File: src/rtl/add8_seq_pkg.sv
// Shared constants and state encoding for the byte-serial add/subtract sequencer.
package add8_seq_pkg;

    localparam int BYTE_W = 8;

    typedef enum logic [1:0] {
        IDLE,
        RUN,
        DONE
    } state_t;

endpackage

File: src/rtl/add8_seq_ctrl_if.sv
// Operand request (valid/ready) and result (valid/ready) channels of the sequencer.
interface add8_seq_ctrl_if #(
    parameter int W = 32
);

    logic         in_valid;
    logic         in_ready;
    logic [W-1:0] in_a;
    logic [W-1:0] in_b;
    logic         in_sub;
    logic         in_cin;
    logic         out_valid;
    logic         out_ready;
    logic [W-1:0] out_sum;
    logic         out_cout;
    logic         out_ovf;

    // Operand source and result sink side
    modport master (
        output in_valid, in_a, in_b, in_sub, in_cin, out_ready,
        input  in_ready, out_valid, out_sum, out_cout, out_ovf
    );

    // Sequencer side
    modport slave (
        input  in_valid, in_a, in_b, in_sub, in_cin, out_ready,
        output in_ready, out_valid, out_sum, out_cout, out_ovf
    );

endinterface

File: src/rtl/add8_rc.sv
// Combinational 8-bit ripple-carry adder slice; each bit is an xor/nand full adder.
module add8_rc
    import add8_seq_pkg::*;
(
    input  logic [BYTE_W-1:0] x,
    input  logic [BYTE_W-1:0] y,
    input  logic              ci,
    output logic [BYTE_W-1:0] s,
    output logic              co
);

    logic [BYTE_W:0]   c;
    logic [BYTE_W-1:0] p;
    logic [BYTE_W-1:0] g_n;
    logic [BYTE_W-1:0] t_n;

    assign c[0] = ci;

    for (genvar k = 0; k < BYTE_W; k++) begin : g_bit
        assign p[k]     = x[k] ^ y[k];
        assign s[k]     = p[k] ^ c[k];
        assign g_n[k]   = ~(x[k] & y[k]);
        assign t_n[k]   = ~(p[k] & c[k]);
        assign c[k + 1] = ~(g_n[k] & t_n[k]);
    end

    assign co = c[BYTE_W];

endmodule

File: src/rtl/add8_seq_ctrl.sv
// Multi-cycle NBYTES-wide add/subtract built around a single shared 8-bit
// ripple-carry slice, processed LSB byte first with a held carry.
module add8_seq_ctrl
    import add8_seq_pkg::*;
#(
    parameter int NBYTES = 4,
    parameter int SETTLE = 1
) (
    input logic           clk,
    input logic           rst,
    add8_seq_ctrl_if.slave bus
);

    localparam int W  = NBYTES * BYTE_W;
    localparam int IW = (NBYTES > 1) ? $clog2(NBYTES) : 1;
    localparam int SW = (SETTLE > 1) ? $clog2(SETTLE) : 1;

    localparam logic [IW-1:0] LAST_BYTE   = IW'(NBYTES - 1);
    localparam logic [SW-1:0] LAST_SETTLE = SW'(SETTLE - 1);

    state_t        state_q;
    state_t        state_d;
    logic          accept;
    logic          step;
    logic          last;

    logic [W-1:0]  a_q;
    logic [W-1:0]  b_q;
    logic [W-1:0]  acc_q;
    logic [W-1:0]  acc_d;
    logic          carry_q;
    logic [IW-1:0] byte_q;
    logic [SW-1:0] settle_q;

    logic [W-1:0]  sum_q;
    logic          cout_q;
    logic          ovf_q;

    logic [BYTE_W-1:0] sx;
    logic [BYTE_W-1:0] sy;
    logic [BYTE_W-1:0] ss;
    logic              sco;

    assign bus.in_ready  = (state_q == IDLE) & ~rst;
    assign bus.out_valid = (state_q == DONE);
    assign bus.out_sum   = sum_q;
    assign bus.out_cout  = cout_q;
    assign bus.out_ovf   = ovf_q;

    assign sx = a_q[byte_q * BYTE_W +: BYTE_W];
    assign sy = b_q[byte_q * BYTE_W +: BYTE_W];

    add8_rc u_rc (
        .x  (sx),
        .y  (sy),
        .ci (carry_q),
        .s  (ss),
        .co (sco)
    );

    // State register
    always_ff @(posedge clk) begin
        if (rst) begin
            state_q <= IDLE;
        end else begin
            state_q <= state_d;
        end
    end

    // Next state and per-cycle control strobes
    always_comb begin
        state_d = state_q;
        accept  = 1'b0;
        step    = 1'b0;
        last    = 1'b0;
        case (state_q)
            IDLE: begin
                if (bus.in_valid) begin
                    accept  = 1'b1;
                    state_d = RUN;
                end
            end
            RUN: begin
                if (settle_q == LAST_SETTLE) begin
                    step = 1'b1;
                    if (byte_q == LAST_BYTE) begin
                        last    = 1'b1;
                        state_d = DONE;
                    end
                end
            end
            DONE: begin
                if (bus.out_ready) begin
                    state_d = IDLE;
                end
            end
            default: state_d = IDLE;
        endcase
    end

    // Working result with the current slice byte merged in
    always_comb begin
        acc_d = acc_q;
        acc_d[byte_q * BYTE_W +: BYTE_W] = ss;
    end

    // Operand, carry, counter and result registers
    always_ff @(posedge clk) begin
        if (rst) begin
            a_q      <= '0;
            b_q      <= '0;
            acc_q    <= '0;
            carry_q  <= 1'b0;
            byte_q   <= '0;
            settle_q <= '0;
            sum_q    <= '0;
            cout_q   <= 1'b0;
            ovf_q    <= 1'b0;
        end else if (accept) begin
            a_q      <= bus.in_a;
            b_q      <= bus.in_sub ? ~bus.in_b : bus.in_b;
            carry_q  <= bus.in_sub | bus.in_cin;
            acc_q    <= '0;
            byte_q   <= '0;
            settle_q <= '0;
        end else if (state_q == RUN) begin
            if (step) begin
                acc_q    <= acc_d;
                carry_q  <= sco;
                settle_q <= '0;
                if (!last) begin
                    byte_q <= byte_q + 1'b1;
                end
            end else begin
                settle_q <= settle_q + 1'b1;
            end
            // Visible outputs only change on the final step, so they hold during RUN
            if (last) begin
                sum_q  <= acc_d;
                cout_q <= sco;
                ovf_q  <= (a_q[W-1] == b_q[W-1]) & (acc_d[W-1] != a_q[W-1]);
            end
        end
    end

endmodule

File: src/flat_wrapper.sv
// flat-port wrapper written by rule: the top's interface ports become plain ports
module add8_seq_ctrl_flat import add8_seq_pkg::*;
#(
    parameter int NBYTES = 4,
    parameter int SETTLE = 1
)
  (clk, rst, bus_in_valid, bus_in_a, bus_in_b, bus_in_sub, bus_in_cin, bus_out_ready, bus_in_ready, bus_out_valid, bus_out_sum, bus_out_cout, bus_out_ovf);
  add8_seq_ctrl_if #(.W(32)) bus_i ();
  input logic clk;
  input logic rst;
  input wire logic [$bits(bus_i.in_valid)-1:0] bus_in_valid;
  input wire logic [$bits(bus_i.in_a)-1:0] bus_in_a;
  input wire logic [$bits(bus_i.in_b)-1:0] bus_in_b;
  input wire logic [$bits(bus_i.in_sub)-1:0] bus_in_sub;
  input wire logic [$bits(bus_i.in_cin)-1:0] bus_in_cin;
  input wire logic [$bits(bus_i.out_ready)-1:0] bus_out_ready;
  output wire logic [$bits(bus_i.in_ready)-1:0] bus_in_ready;
  output wire logic [$bits(bus_i.out_valid)-1:0] bus_out_valid;
  output wire logic [$bits(bus_i.out_sum)-1:0] bus_out_sum;
  output wire logic [$bits(bus_i.out_cout)-1:0] bus_out_cout;
  output wire logic [$bits(bus_i.out_ovf)-1:0] bus_out_ovf;
  assign bus_i.in_valid = bus_in_valid;
  assign bus_i.in_a = bus_in_a;
  assign bus_i.in_b = bus_in_b;
  assign bus_i.in_sub = bus_in_sub;
  assign bus_i.in_cin = bus_in_cin;
  assign bus_i.out_ready = bus_out_ready;
  assign bus_in_ready = bus_i.in_ready;
  assign bus_out_valid = bus_i.out_valid;
  assign bus_out_sum = bus_i.out_sum;
  assign bus_out_cout = bus_i.out_cout;
  assign bus_out_ovf = bus_i.out_ovf;
  add8_seq_ctrl #(.NBYTES(NBYTES), .SETTLE(SETTLE)) u_core (.clk(clk), .rst(rst), .bus(bus_i));
endmodule
File: config.mk
export PLATFORM = sky130hd
export DESIGN_NAME = add8_seq_ctrl_flat
export DESIGN_NICKNAME = d
export VERILOG_FILES = /design/src/rtl/add8_seq_pkg.sv /design/src/rtl/add8_seq_ctrl_if.sv /design/src/rtl/add8_rc.sv /design/src/rtl/add8_seq_ctrl.sv /design/src/flat_wrapper.sv
export SDC_FILE = /design/constraint.sdc
export NUM_CORES = 1
export LEC_CHECK = 0
export ABC_AREA = 1
export BUFFER_PORTS_ARGS = -buffer_cell sky130_fd_sc_hd__buf_2
export CAP_MARGIN = 10
export CORE_ASPECT_RATIO = 1.2
export CORE_MARGIN = 3
export CORE_UTILIZATION = 44
export CTS_CLUSTER_DIAMETER = 200
export DETAILED_ROUTE_END_ITERATION = 16
export GPL_TIMING_DRIVEN = 0
export PLACE_DENSITY = 0.65
export SLEW_MARGIN = 15
export SYNTH_ARGS = -nofsm -noshare
export SYNTH_HDL_FRONTEND = slang
export SYNTH_SLANG_ARGS = --single-unit
File: constraint.sdc
create_clock -name clk -period 10.8 [get_ports clk]
set_input_delay 0.54 -clock clk [delete_from_list [all_inputs] [get_ports clk]]
set_output_delay 0.54 -clock clk [all_outputs]
set_load 0.01 [all_outputs]
==> impl_metrics.py, run 1 <==
metrics = {
    "job": {
        "max_cap_viol_count": 0,
    },
    "route": {
        "met3_length_um": 881,
        "avgViaCountPerCell": 4.990,
        "drcViolationCount": 0,
        "wirelength_um": 16660,
        "detail_route.first_pass.iterations": 5,
        "wire_per_inst_um": 14.65,
        "wl_met1_um": 7588,
        "wl_met2_um": 7771,
        "topRoutingLayerUsed": "met4",
        "drt_iter0_drc": 347,
        "ant_nets": 0,
        "dr_total_vias": 5674,
    },
    "timing": {
        "max-slew-margin-rel_pct": 58.45,
        "maxSlewViolCount": 0,
        "setup_tns_ns": 0,
        "final_hold_viol_count": 0,
        "timing.final.crit_share_pct": 50.77,
        "worstMarginPinSlew_ns": 0.6233,
        "setup_viol_count_final": 0,
        "max_freq_mhz": 182.4,
        "rsz0062_at_grt": "false",
        "final.min_clock_period_ns": 5.483,
        "fin_worst_skew_ns": 0.007188,
    },
    "min_path": {
        "holdCritStartpoint": "bus_in_a[8]",
        "hp-class": "in -> reg",
    },
    "cells_and_area": {
        "fin_cells": 1137,
        "syn_to_final_growth_pct": 20.99,
        "antenna_cells": 0,
        "final_nets": 1041,
        "regArea_mm2": 0.002723,
        "multi_input_area_mm2": 0.002915,
        "layout_commonest_cell": "nor2_1",
        "fillers": 1359,
        "layout-drive-gt1-share_pct": 19.30,
        "final_core_util_pct": 55.58,
        "most-common-layout-cells": "208 x nor2_1, 141 x buf_2, 136 x dfxtp_1, 113 x o21ai_0, 74 x nand2_1",
    },
    "place": {
        "portBuffers": 103,
        "dp.cells": 1106,
        "dp_hpwl_um": 12390,
        "gp_congestion": 0.8852,
    },
    "yosys": {
        "synthCells": 835,
        "synth-main-ff-cell": "dfxtp_1",
        "yosys.cell_types.count": 29,
        "ys_seq_area_share_pct": 44.00,
        "syn_avg_cell_area_um2": 7.410,
        "synthArstFlopShare_pct": 0,
        "ys_warn_count": 0,
        "ys_seq_elements": 136,
        "synth_area_mm2": 0.006187,
        "synth_edf_count": 0,
        "synthesis.nets": 919,
    },
    "floorplanning": {
        "die_width_um": 114.3,
        "ios": 106,
        "rows": 46,
        "start_util_pct": 45.94,
        "die_h_um": 135.9,
        "core_area_mm2": 0.01347,
        "die-area_mm2": 0.01553,
    },
    "cts": {
        "cts_resized": 0,
        "postCtsSetupRepairBufs": 0,
        "ctsHoldBuffers": 0,
        "cts_tree": "yes",
        "htreeDepth": 4,
        "cts_root_buf": "clkbuf_16",
        "cts_sinks": 136,
        "clock_latency_ns": 0.43,
        "cts_inserted_buffers": 17,
        "clockBufferDepth": 2,
        "clk_pin_slew_ns": 0.06,
    },
    "power_and_ir_drop": {
        "power.density_mw_per_mm2": 173.0,
        "ir_drop_uv": 106.9,
        "p_leak_nw": 3.324,
        "power.total_mw": 1.295,
    },
    "setup_path": {
        "cp.required_ns": 11.12,
        "critPathKind": "reg -> reg",
        "startpoint": "u_core.byte_q[0]",
        "worst_ep_arrival_time_ns": 5.80,
        "r2r_start": "u_core.byte_q[0]",
        "endpoint_kind": "register",
        "cp_max_fo": 12,
        "start_kind": "register",
    },
    "grt": {
        "track_usage_pct": 22.19,
        "grt_pass1_vias": 5244,
        "grt_first_pass_wirelength_um": 26650,
        "antenna_found_initial": 0,
        "grt_max_degree": 17,
        "overflow": 0,
    },
    "status": {
        "outcome": "complete, no violations",
    },
}
## synthesized netlist by cell type (2+ instances only)
| master | count | area (µm²) |
|---|---|---|
| nor2_8 | 2 | 40.04 |
| o21ai_0 | 113 | 565.5 |
| ha_1 | 6 | 75.07 |
| nand2_1 | 74 | 277.8 |
| a21oi_1 | 25 | 125.1 |
| nand4_1 | 7 | 43.79 |
| dfxtp_1 | 136 | 2723 |
| o211ai_1 | 2 | 15.01 |
| nand3_1 | 8 | 40.04 |
| xnor2_1 | 32 | 280.3 |
| fa_1 | 8 | 160.2 |
| nor2_1 | 208 | 780.8 |
| o22ai_1 | 34 | 212.7 |
| inv_1 | 67 | 251.5 |
| buf_1 | 2 | 7.510 |
| a32o_1 | 6 | 60.06 |
| inv_2 | 6 | 22.52 |
| buf_2 | 38 | 190.2 |
| clkbuf_1 | 12 | 45.04 |
| nand2_2 | 2 | 12.51 |
| o21ai_1 | 37 | 185.2 |
| clkbuf_2 | 3 | 15.01 |
## cell families (layout without fill, tap and decap cells)
logic type / Yosys count / count (layout) / share of synthesized area (%)
buf+inv: 131 / 265 / 8.878
flops: 136 / 136 / 44.00
simple gates: 305 / 305 / 19.98
compound gates: 217 / 217 / 18.81
fa+ha+maj: 14 / 14 / 3.802
xor+xnor: 32 / 32 / 4.530
## per-layer routing
metal,vias up,track usage [%]
met5,-,0
met4,0,10.30
met3,29,4.141
met2,161,34.83
met1,2536,29.55
li1,2948,-
## where the power goes
part / switching (mW) / total (mW) / internal (mW)
combinational: 0.113 / 0.183 / 0.0701
sequential: 0.0152 / 0.546 / 0.531
clock: 0.212 / 0.566 / 0.354
total: 0.340 / 1.30 / 0.955
## through the flow
stage          setup WS, ns  area [µm²]  hold slack [ns]
2_1_floorplan         6.117        6187           0.4231
3_3_place_gp          5.408        6913           0.4338
3_5_place_dp          5.351        6913           0.4402
4_1_cts               5.324        7486           0.3521
5_1_grt               4.906        7486           0.3653
6_report              5.317        7486           0.3614
## final cells by class
cell class / instances / area share (%)
multi-input cells: 568 / 38.94
plain buffers: 56 / 3.543
flip-flops and latches: 136 / 36.37
clock buffers: 22 / 6.335
well taps: 168 / 2.808
clock inverters: 9 / 1.320
inverters: 75 / 3.794
repair buffers: 103 / 6.886
## critical path, stage by stage, from the launching register on
cell	delay [ns]
dfxtp_1	0.38
inv_1	0.09
buf_2	0.23
buf_1	0.47
o21ai_0	0.17
o22ai_1	0.28
fa_1	0.23
inv_1	0.05
fa_1	0.37
fa_1	0.39
fa_1	0.38
fa_1	0.38
fa_1	0.39
fa_1	0.37
inv_1	0.08
fa_1	0.47
inv_1	0.12
nor2_1	0.07
nand3_1	0.12
nand3_1	0.16
o211ai_1	0.12
inv_1	0.05
## sequential cells by signal (all words and copies together) (netlist names)
signal	flops
u_core.a_q	32
u_core.bus.out_sum	32
u_core.b_q	32
u_core.bus.out_cout	1
u_core.state_q	2
u_core.bus.out_ovf	1
u_core.settle_q	1
u_core.carry_q	1
u_core.acc_q	32
u_core.byte_q	2
## worst paths after layout
| kind | endpoint | slack, ns | depth (start not counted) |
|---|---|---|---|
| max | u_core.bus.out_sum[31] | 5.32 | 21 |
| min | u_core.a_q[8] | 0.36 | 3 |
| max reg2reg | u_core.bus.out_sum[31] | 5.32 | 21 |
| min reg2reg | u_core.b_q[22] | 0.45 | 2 |
(Power assumes the default switching activity.)
==> run 2, diff against run 1 <==
--- a/config.mk
+++ b/config.mk
@@ -14,7 +14,7 @@
 export CTS_CLUSTER_DIAMETER = 200
 export DETAILED_ROUTE_END_ITERATION = 16
 export GPL_TIMING_DRIVEN = 0
-export PLACE_DENSITY = 0.65
+export PLACE_DENSITY = 0.68
 export SLEW_MARGIN = 15
 export SYNTH_ARGS = -nofsm -noshare
 export SYNTH_HDL_FRONTEND = slang
==> constraint.sdc (replaced) <==
create_clock -name clk -period 4.5 [get_ports clk]
set_input_delay 0.225 -clock clk [delete_from_list [all_inputs] [get_ports clk]]
set_output_delay 0.225 -clock clk [all_outputs]
set_load 0.01 [all_outputs]
==> run 2 against run 1 <==
  * Worst hold slack got worse by 0.31 ns
  * Count of clock-buffer cells in the layout fell by 1
  * First-iteration DRC count rose by 14%
  * Highest routed layer unchanged
  * Largest cell class unchanged
  * Cell count rose by 1.1%
  * Maximum frequency rose by 24%
==> impl_metrics.py, run 2 (same netlist as run 1, synthesis figures left out) <==
metrics = {
    "timing": {
        "worstMarginPinSlew_ns": 0.6374,
        "timing.final.crit_share_pct": 98.40,
        "final.min_clock_period_ns": 4.428,
        "max_freq_mhz": 225.8,
        "setup_viol_count_final": 0,
        "final_hold_viol_count": 0,
        "maxSlewViolCount": 0,
        "setup_tns_ns": 0,
        "max-slew-margin-rel_pct": 57.51,
        "fin_worst_skew_ns": 0.005364,
        "rsz0062_at_grt": "true",
    },
    "cts": {
        "clock_latency_ns": 0.42,
        "cts_sinks": 136,
        "cts_inserted_buffers": 17,
        "htreeDepth": 4,
        "clk_pin_slew_ns": 0.06,
        "cts_tree": "yes",
        "ctsHoldBuffers": 0,
        "clockBufferDepth": 2,
        "cts_root_buf": "clkbuf_16",
    },
    "route": {
        "wire_per_inst_um": 14.80,
        "ant_nets": 0,
        "dr_total_vias": 5874,
        "wirelength_um": 17020,
        "avgViaCountPerCell": 5.108,
        "drt_iter0_drc": 395,
        "detail_route.first_pass.iterations": 5,
        "drcViolationCount": 0,
    },
    "place": {
        "portBuffers": 103,
        "gp_congestion": 0.9104,
        "dp_hpwl_um": 12320,
    },
    "setup_path": {
        "worst_ep_arrival_time_ns": 4.74,
        "r2r_end": "u_core.bus.out_sum[31]",
        "cp_max_fo": 5,
        "r2r_start": "u_core.byte_q[0]",
        "endpoint_kind": "register",
        "critPathKind": "reg -> reg",
        "startpoint": "u_core.byte_q[0]",
        "reg2reg_slack_ns": 0.07,
        "cp.required_ns": 4.81,
        "critPathCapture": "u_core.bus.out_sum[31]",
        "start_kind": "register",
        "r2r_cells": 20,
    },
    "power_and_ir_drop": {
        "p_leak_nw": 3.441,
        "power.density_mw_per_mm2": 402.8,
        "ir_drop_uv": 261.3,
        "power.total_mw": 3.133,
    },
    "min_path": {
        "hold_path_depth": 3,
        "hp-class": "in -> reg",
    },
    "status": {
        "outcome": "complete, no violations",
    },
    "grt": {
        "grt_max_degree": 22,
        "overflow": 0,
        "grt_pass1_vias": 5682,
        "antenna_found_initial": 0,
        "grt_first_pass_wirelength_um": 27860,
        "track_usage_pct": 22.87,
    },
    "cells_and_area": {
        "syn_to_final_growth_pct": 25.70,
        "final_nets": 1053,
        "most-common-layout-cells": "207 x nor2_1, 137 x buf_2, 134 x dfxtp_1, 108 x o21ai_0, 71 x nand2_1",
        "layout-drive-gt1-share_pct": 23.83,
        "layout_commonest_cell": "nor2_1",
        "antenna_cells": 0,
    },
    "floorplanning": {
        "die-area_mm2": 0.01553,
        "core_area_mm2": 0.01347,
        "die_width_um": 114.3,
        "die_h_um": 135.9,
        "ios": 106,
        "rows": 46,
        "start_util_pct": 45.94,
    },
    "job": {
        "max_cap_viol_count": 0,
    },
}
[run 2: cell count changes in the layout (fill, tap and decap cells not counted), sizes merged]
| cell | previous run | this run |
|---|---|---|
| clkinvlp | 0 | 3 |
| bufinv | 2 | 1 |
| buf | 144 | 156 |
| inv | 74 | 75 |
| clkbuf | 37 | 36 |
| clkinv | 8 | 7 |
[run 2: final cells by class]
type	instances	area, µm²
fill	1306	5690
multi-input combinational	568	3000
sequential	136	2728
timing repair buffer	116	630.6
clock buffer	21	470.5
buffer	55	351.6
inverter	75	290.3
tap	168	210.2
clock inverter	11	96.34
[run 2: worst min-delay path by stage]
stage                      to           start  slack, ns
2_1_floorplan   u_core.a_q[2]     bus_in_a[2]       0.39
6_report        u_core.a_q[9]     bus_in_a[9]       0.05
4_1_cts        u_core.a_q[18]    bus_in_a[18]       0.04
3_3_place_gp   u_core.b_q[22]  u_core.b_q[22]       0.43
5_1_grt         u_core.a_q[9]     bus_in_a[9]       0.05
3_5_place_dp   u_core.b_q[22]  u_core.b_q[22]       0.44
[run 2: worst max-delay path, stage by stage (launching register included)]
cell	delay, ns
dfxtp_4	0.39
buf_6	0.13
clkbuf_16	0.14
o21ai_2	0.05
o22ai_2	0.24
fa_2	0.23
inv_1	0.05
fa_2	0.33
fa_2	0.35
fa_2	0.34
fa_2	0.35
fa_2	0.35
fa_2	0.34
inv_2	0.06
fa_2	0.46
inv_2	0.08
nor2_2	0.05
nand3_2	0.12
nand3_4	0.10
o211ai_1	0.10
inv_1	0.05
[run 2: what timing repair did]
item                       CTS  global route
cloned                       0             1
gates resized for setup     34            19
setup endpoints to repair   15            11
setup buffers                9             3
pin swaps                    7             7
[run 2: metal layers]
metal | vias up | GRT usage [%] | wire length, µm | share of wire (%)
li1 | 2976 | - | - | -
met1 | 2647 | 28.65 | 7335 | 43
met2 | 208 | 37.21 | 8109 | 48
met3 | 43 | 4.809 | 995 | 5.8
met4 | 0 | 11.42 | 582 | 3.4
met5 | - | 0 | 0 | 0
[run 2: report_power, final]
group / internal (mW) / switching (mW) / leakage (nW)
Combinational: 0.203 / 0.289 / 2.05
Clock: 0.802 / 0.529 / 0.279
Sequential: 1.27 / 0.0376 / 1.11
Total: 2.28 / 0.855 / 3.44
[run 2: through the flow]
stage / setup WS [ns] / hold WS, ns / instance area (µm²) / utilization (%) / instances
floorplan: 0.01673 / 0.3886 / 6210 / - / 835
global placement: -0.5494 / 0.4331 / 6935 / 51.50 / 1106
detailed placement: -0.6029 / 0.4396 / 6935 / 51.50 / 1106
CTS: 0.005240 / 0.03958 / 7670 / 56.95 / 1146
global route: -0.02022 / 0.05012 / 7777 / 57.75 / 1150
finish: 0.07189 / 0.04903 / 7777 / 57.75 / 1150
